$ cat src/rtl/data_memory_arbiter.sv
// Round-robin, lock-aware arbiter muxing two request ports onto a single-port 64-byte data memory.
// Grant is combinational in the request cycle; responses arrive one cycle later; a waiting port simply holds req.
module data_memory_arbiter #(
    parameter int unsigned MEM_BYTES = 64,
    parameter int unsigned MAX_BURST = 4
) (
    input  logic        clock,
    input  logic        reset_n,
    input  logic        req0,
    input  logic        we0,
    input  logic [31:0] addr0,
    input  logic [31:0] wdata0,
    input  logic        lock0,
    output logic        gnt0,
    output logic        rvalid0,
    output logic [31:0] rdata0,
    output logic        err0,
    input  logic        req1,
    input  logic        we1,
    input  logic [31:0] addr1,
    input  logic [31:0] wdata1,
    input  logic        lock1,
    output logic        gnt1,
    output logic        rvalid1,
    output logic [31:0] rdata1,
    output logic        err1,
    output logic [31:0] mem_address,
    output logic [31:0] WriteData,
    output logic        MemWrite,
    input  logic [31:0] ReadData
);

    typedef enum logic [1:0] {IDLE, OWN0, OWN1} state_t;

    localparam logic [31:0] LAST_WORD = 32'(MEM_BYTES - 4);
    localparam logic [3:0]  MAXB      = 4'(MAX_BURST);

    state_t      state;
    logic        ptr;
    logic [3:0]  burst;
    logic        own0, own1;
    logic        sel_we;
    logic        legal;

    always_comb begin
        own0 = (state == OWN0) && req0 && (burst < MAXB);
        own1 = (state == OWN1) && req1 && (burst < MAXB);
        gnt0 = 1'b0;
        gnt1 = 1'b0;
        if (own0) begin
            gnt0 = 1'b1;
        end else if (own1) begin
            gnt1 = 1'b1;
        end else if (req0 && req1) begin
            gnt0 = ~ptr;
            gnt1 = ptr;
        end else begin
            gnt0 = req0;
            gnt1 = req1;
        end
    end

    always_comb begin
        mem_address = '0;
        WriteData   = '0;
        sel_we      = 1'b0;
        if (gnt1) begin
            mem_address = addr1;
            WriteData   = wdata1;
            sel_we      = we1;
        end else if (gnt0) begin
            mem_address = addr0;
            WriteData   = wdata0;
            sel_we      = we0;
        end
        // Unsigned compare: top-of-space addresses are out of range, never wrapped.
        legal    = (mem_address[1:0] == 2'b00) && (mem_address <= LAST_WORD);
        MemWrite = (gnt0 | gnt1) & sel_we & legal;
    end

    always_ff @(posedge clock or negedge reset_n) begin
        if (!reset_n) begin
            state   <= IDLE;
            ptr     <= 1'b0;
            burst   <= '0;
            rvalid0 <= 1'b0;
            rvalid1 <= 1'b0;
            err0    <= 1'b0;
            err1    <= 1'b0;
            rdata0  <= '0;
            rdata1  <= '0;
        end else begin
            rvalid0 <= gnt0;
            rvalid1 <= gnt1;
            if (gnt0) begin
                err0   <= ~legal;
                rdata0 <= (!we0 && legal) ? ReadData : '0;
            end
            if (gnt1) begin
                err1   <= ~legal;
                rdata1 <= (!we1 && legal) ? ReadData : '0;
            end

            // A grant won by arbitration rather than ownership starts a fresh burst.
            if (gnt0) begin
                ptr <= 1'b1;
                if (lock0) begin
                    state <= OWN0;
                    burst <= own0 ? burst + 4'd1 : 4'd1;
                end else begin
                    state <= IDLE;
                    burst <= '0;
                end
            end else if (gnt1) begin
                ptr <= 1'b0;
                if (lock1) begin
                    state <= OWN1;
                    burst <= own1 ? burst + 4'd1 : 4'd1;
                end else begin
                    state <= IDLE;
                    burst <= '0;
                end
            end else begin
                state <= IDLE;
                burst <= '0;
            end
        end
    end

endmodule
$ cat config.mk
export PLATFORM = sky130hd
export DESIGN_NAME = data_memory_arbiter
export DESIGN_NICKNAME = d
export VERILOG_FILES = /design/src/rtl/data_memory_arbiter.sv
export SDC_FILE = /design/constraint.sdc
export NUM_CORES = 1
export LEC_CHECK = 0
export CORE_ASPECT_RATIO = 1.2
export CORE_MARGIN = 2
export CORE_UTILIZATION = 29
export CTS_BUF_LIST = sky130_fd_sc_hd__clkbuf_8
export CTS_CLUSTER_DIAMETER = 30
export CTS_CLUSTER_SIZE = 25
export DETAILED_ROUTE_END_ITERATION = 6
export GPL_ROUTABILITY_DRIVEN = 0
export PLACE_DENSITY = 0.69
export SYNTH_ARGS = -nofsm -noshare
export SYNTH_HDL_FRONTEND = slang
export SYNTH_SLANG_ARGS = --single-unit
$ cat constraint.sdc
create_clock -name clock -period 6.3 [get_ports clock]
set_input_delay 1.26 -clock clock [delete_from_list [all_inputs] [get_ports clock]]
set_output_delay 1.26 -clock clock [all_outputs]
set_load 0.01 [all_outputs]
==> run summary <==
- half-perimeter wire length of the detailed placement result: 14700 µm
- number of remaining DRC errors: 0
- worst flop-to-flop path startpoint: burst[2]
- Max Buffers Root-to-Sink: 2
- Net Count, Synth: 603
- total global routing overflow: 0
- clock network latency to the later pin of the worst-skew pair: 0.34 ns
- final worst-path cycle share: 85.9%
- relative contribution of sequential cells to total power: 36.4%
- number of gates resized after CTS: 0
- Top cell by count, worst path: clkdlybuf4s50_1
- combined area of all synthesized cells: 0.00433 mm²
- transition time at the pin with the least slew margin: 0.974 ns
- critical hold path startpoint: rdata0[16]
- fraction of final layout cells with drive strength greater than 1: 7.02%
- final hold violations: 0
- remaining antenna violation count: 0
- max-cap check violation count: 0
- Critical Path End Type: output pin
- Wirelength per Cell: 21.8 µm
- leading cell type in the layout, fill and taps excluded: clkdlybuf4s50_1
- area used by sequential logic in the layout: 0.00188 mm²
- maximum number of pins on one net before global-route repair: 76
- relative max-transition margin: 35.0%
- die width: 116 µm
- number of antenna violations at the first check in global routing: 0
- Clk pin slew, worst setup/hold paths: 0.07 ns
- post-detailed-route via-to-cell ratio: 5.34
- setup slack, reg-to-reg: 3.21 ns
- cells on worst reg2reg path: 6
- final instance area: 0.00765 mm²
- data arrival at the endpoint of the critical path: 4.15 ns
- flip-flop cell with the highest count after synthesis: dfrtp_1
- layout filler cell count: 1305
- die outline height: 138 µm
- total of flip-flops plus latches after synthesis: 75
- synth warn: 0
- routed wire length: 19900 µm
- Avg Cell Area, Syn: 9.98 µm²
- wire length of the first global-routing pass: 28500 µm
- worst-case hold path end point: rdata0[16]
- post-CTS setup buffers: 0
- count of pins over their slew limit: 0
- number of buffers inserted by hold repair at cts: 0
- Post-Route Hold Slack: 0.478 ns
- worst-path cell chain: clkdlybuf4s50_1, nand2_1, nor4_1, or2_1, clkinv_2, a22o_2, nor3_1, clkdlybuf4s50_1
- Final Setup Violations: 0
- outcome: finished, final reports clean
- Nets: 877
- clock share of power: 25.1%
- distinct cell type count of the synthesized netlist: 34
- Max Clk Rate: 185 MHz
- setup repair after global routing missed its margin: false
- clock tree from TritonCTS: yes
- Post-synth EDFFs: 0
- path type of the worst setup path: input port to output pin
- Cell Rows: 48
- share of synthesized flip-flops with an asynchronous set or reset: 100%
- final clock skew: 0.00622 ns
- delay of the slowest critical-path stage: 0.59 ns
- PD cells: 193 mW/mm²
- Synth-to-Final Area Change: 76.5%
- initial core utilization: 29.9%
- die area: 0.0159 mm²
- sequential element share of the synthesized area: 43.3%
- total global-route track usage: 23.8%
- dpl cell area: 0.00745 mm²
- switching pwr: 459 µW
- CP Max Fanout: 32
- number of standard cells after synthesis: 434
- quantity of I/O buffers inserted on ports: 302
- CORE AREA: 0.0145 mm²
- Worst EP required: 5.04 ns
- maximum resistive drop on vdd: 0.0000779 V
- Sink Count: 75
- Hold Path Stages: 2
- critical-path cell with the highest stage delay: clkdlybuf4s50_1
- antenna cells: 0
- total I/O pin count: 303
- cell chosen for the clock root: clkbuf_8
- Internal: 1020 µW
- Hold WC Path Type: flop to flop
- switching fraction of total power: 31.1%
- post-route minimum period: 5.41 ns
- highest-count cells in the layout ignoring fill and taps: clkdlybuf4s50_1, dfrtp_1, nand2_1
- via count of the first global-routing pass: 4983
- combinational share of power: 38.5%
- sum of negative setup slack: 0 ns
- leakage power: 0.00296 µW
- DRT Pass-1 Iters: 5
- CP Launch Type: input port
- TritonCTS buffer count: 9
- multi-input gate area in the final layout: 0.00220 mm²
- Reg-to-Reg End: rdata0[2]
- Iteration-0 DRC Markers: 557
- H-tree lvl count: 3
- routed via count: 4867
[state kept, by name, indices dropped and copies added (netlist names)]
| name | flops |
|---|---|
| burst | 4 |
| ptr | 1 |
| err1 | 1 |
| rdata1 | 32 |
| rvalid1 | 1 |
| rdata0 | 32 |
| err0 | 1 |
| rvalid0 | 1 |
| state | 2 |
[cell type report]
cell class              count  area share [%]
clock inverters             4           0.556
well taps                 200            3.27
multi-input cells         306            28.8
flip-flops and latches     75            24.5
repair buffers            312            40.6
clock buffers              11            1.98
inverters                   4           0.229
[synthesized netlist by cell type (all sizes together) (2+ instances only)]
library cell  instances  share of area (%)
and2                  3               0.43
inv                   4               0.35
o31a                  2               0.40
a22o                 64                 13
nor3                  3               0.35
a22oi                 3               0.52
nand4                 2               0.29
dfrtp                75                 43
nand3b               64                 11
nand2b                3               0.43
buf                  27                3.8
nand3                 3               0.35
o21ai                 2               0.23
nor2                  3               0.26
o31ai                64                 13
nor4                 13                1.9
clkbuf               22                1.9
nand2                66                5.7
[how the worst max path moves through the flow]
stage / start / endpoint / cells after the start
CTS: req0 / MemWrite / 8
global placement: req1 / MemWrite / 8
detailed placement: req0 / MemWrite / 8
global route: req0 / MemWrite / 8
finish: req0 / MemWrite / 8
floorplan: req0 / MemWrite / 9
[stage by stage]
step / setup slack (ns) / instances / util [%] / total power, µW
floorplan: 2.34 / 434 / - / 771
global placement: 1.01 / 897 / 51.5 / 1100
detailed placement: 0.885 / 897 / 51.5 / 1110
CTS: 0.867 / 912 / 52.8 / 1490
global route: 0.646 / 912 / 52.8 / 1540
finish: 0.890 / 912 / 52.8 / 1470
[power groups by stage]
stage                     sequential, µW  clock [µW]  combinational [µW]
after floorplan                      558           0                 213
after global placement               545           0                 559
after detailed placement             547           0                 566
after CTS                            538         383                 570
after global routing                 541         400                 601
final                                537         370                 567
[metal layers]
layer,vias up,share of wire [%],wire length (µm),track usage (%)
met5,-,0,0,0
met2,260,50,9920,39.7
met4,0,2.3,455,8.17
met3,33,7.5,1500,6.03
met1,2382,40,8000,29.8
li1,2192,-,-,-
[cells by family (layout without fill, tap and decap cells)]
family / after synthesis / count (layout) / share of synthesized area, %
xor gates and xnor gates: 1 / 1 / 0.202
and+or+nand+nor: 164 / 164 / 21.6
AOI/OAI and AO/OA: 139 / 139 / 28.4
adders and majority gates: 1 / 1 / 0.289
other: 1 / 1 / 0.0866
DFF: 75 / 75 / 43.3
buffers and inverters: 53 / 331 / 6.09
[worst max-delay path: cells and delay by family]
family	cells	cell delay (ns)
AND/OR/NAND/NOR	4	0.86
AO/OA/AOI/OAI	1	0.54
buffers and inverters	3	1.49
(Power assumes the default switching activity.)
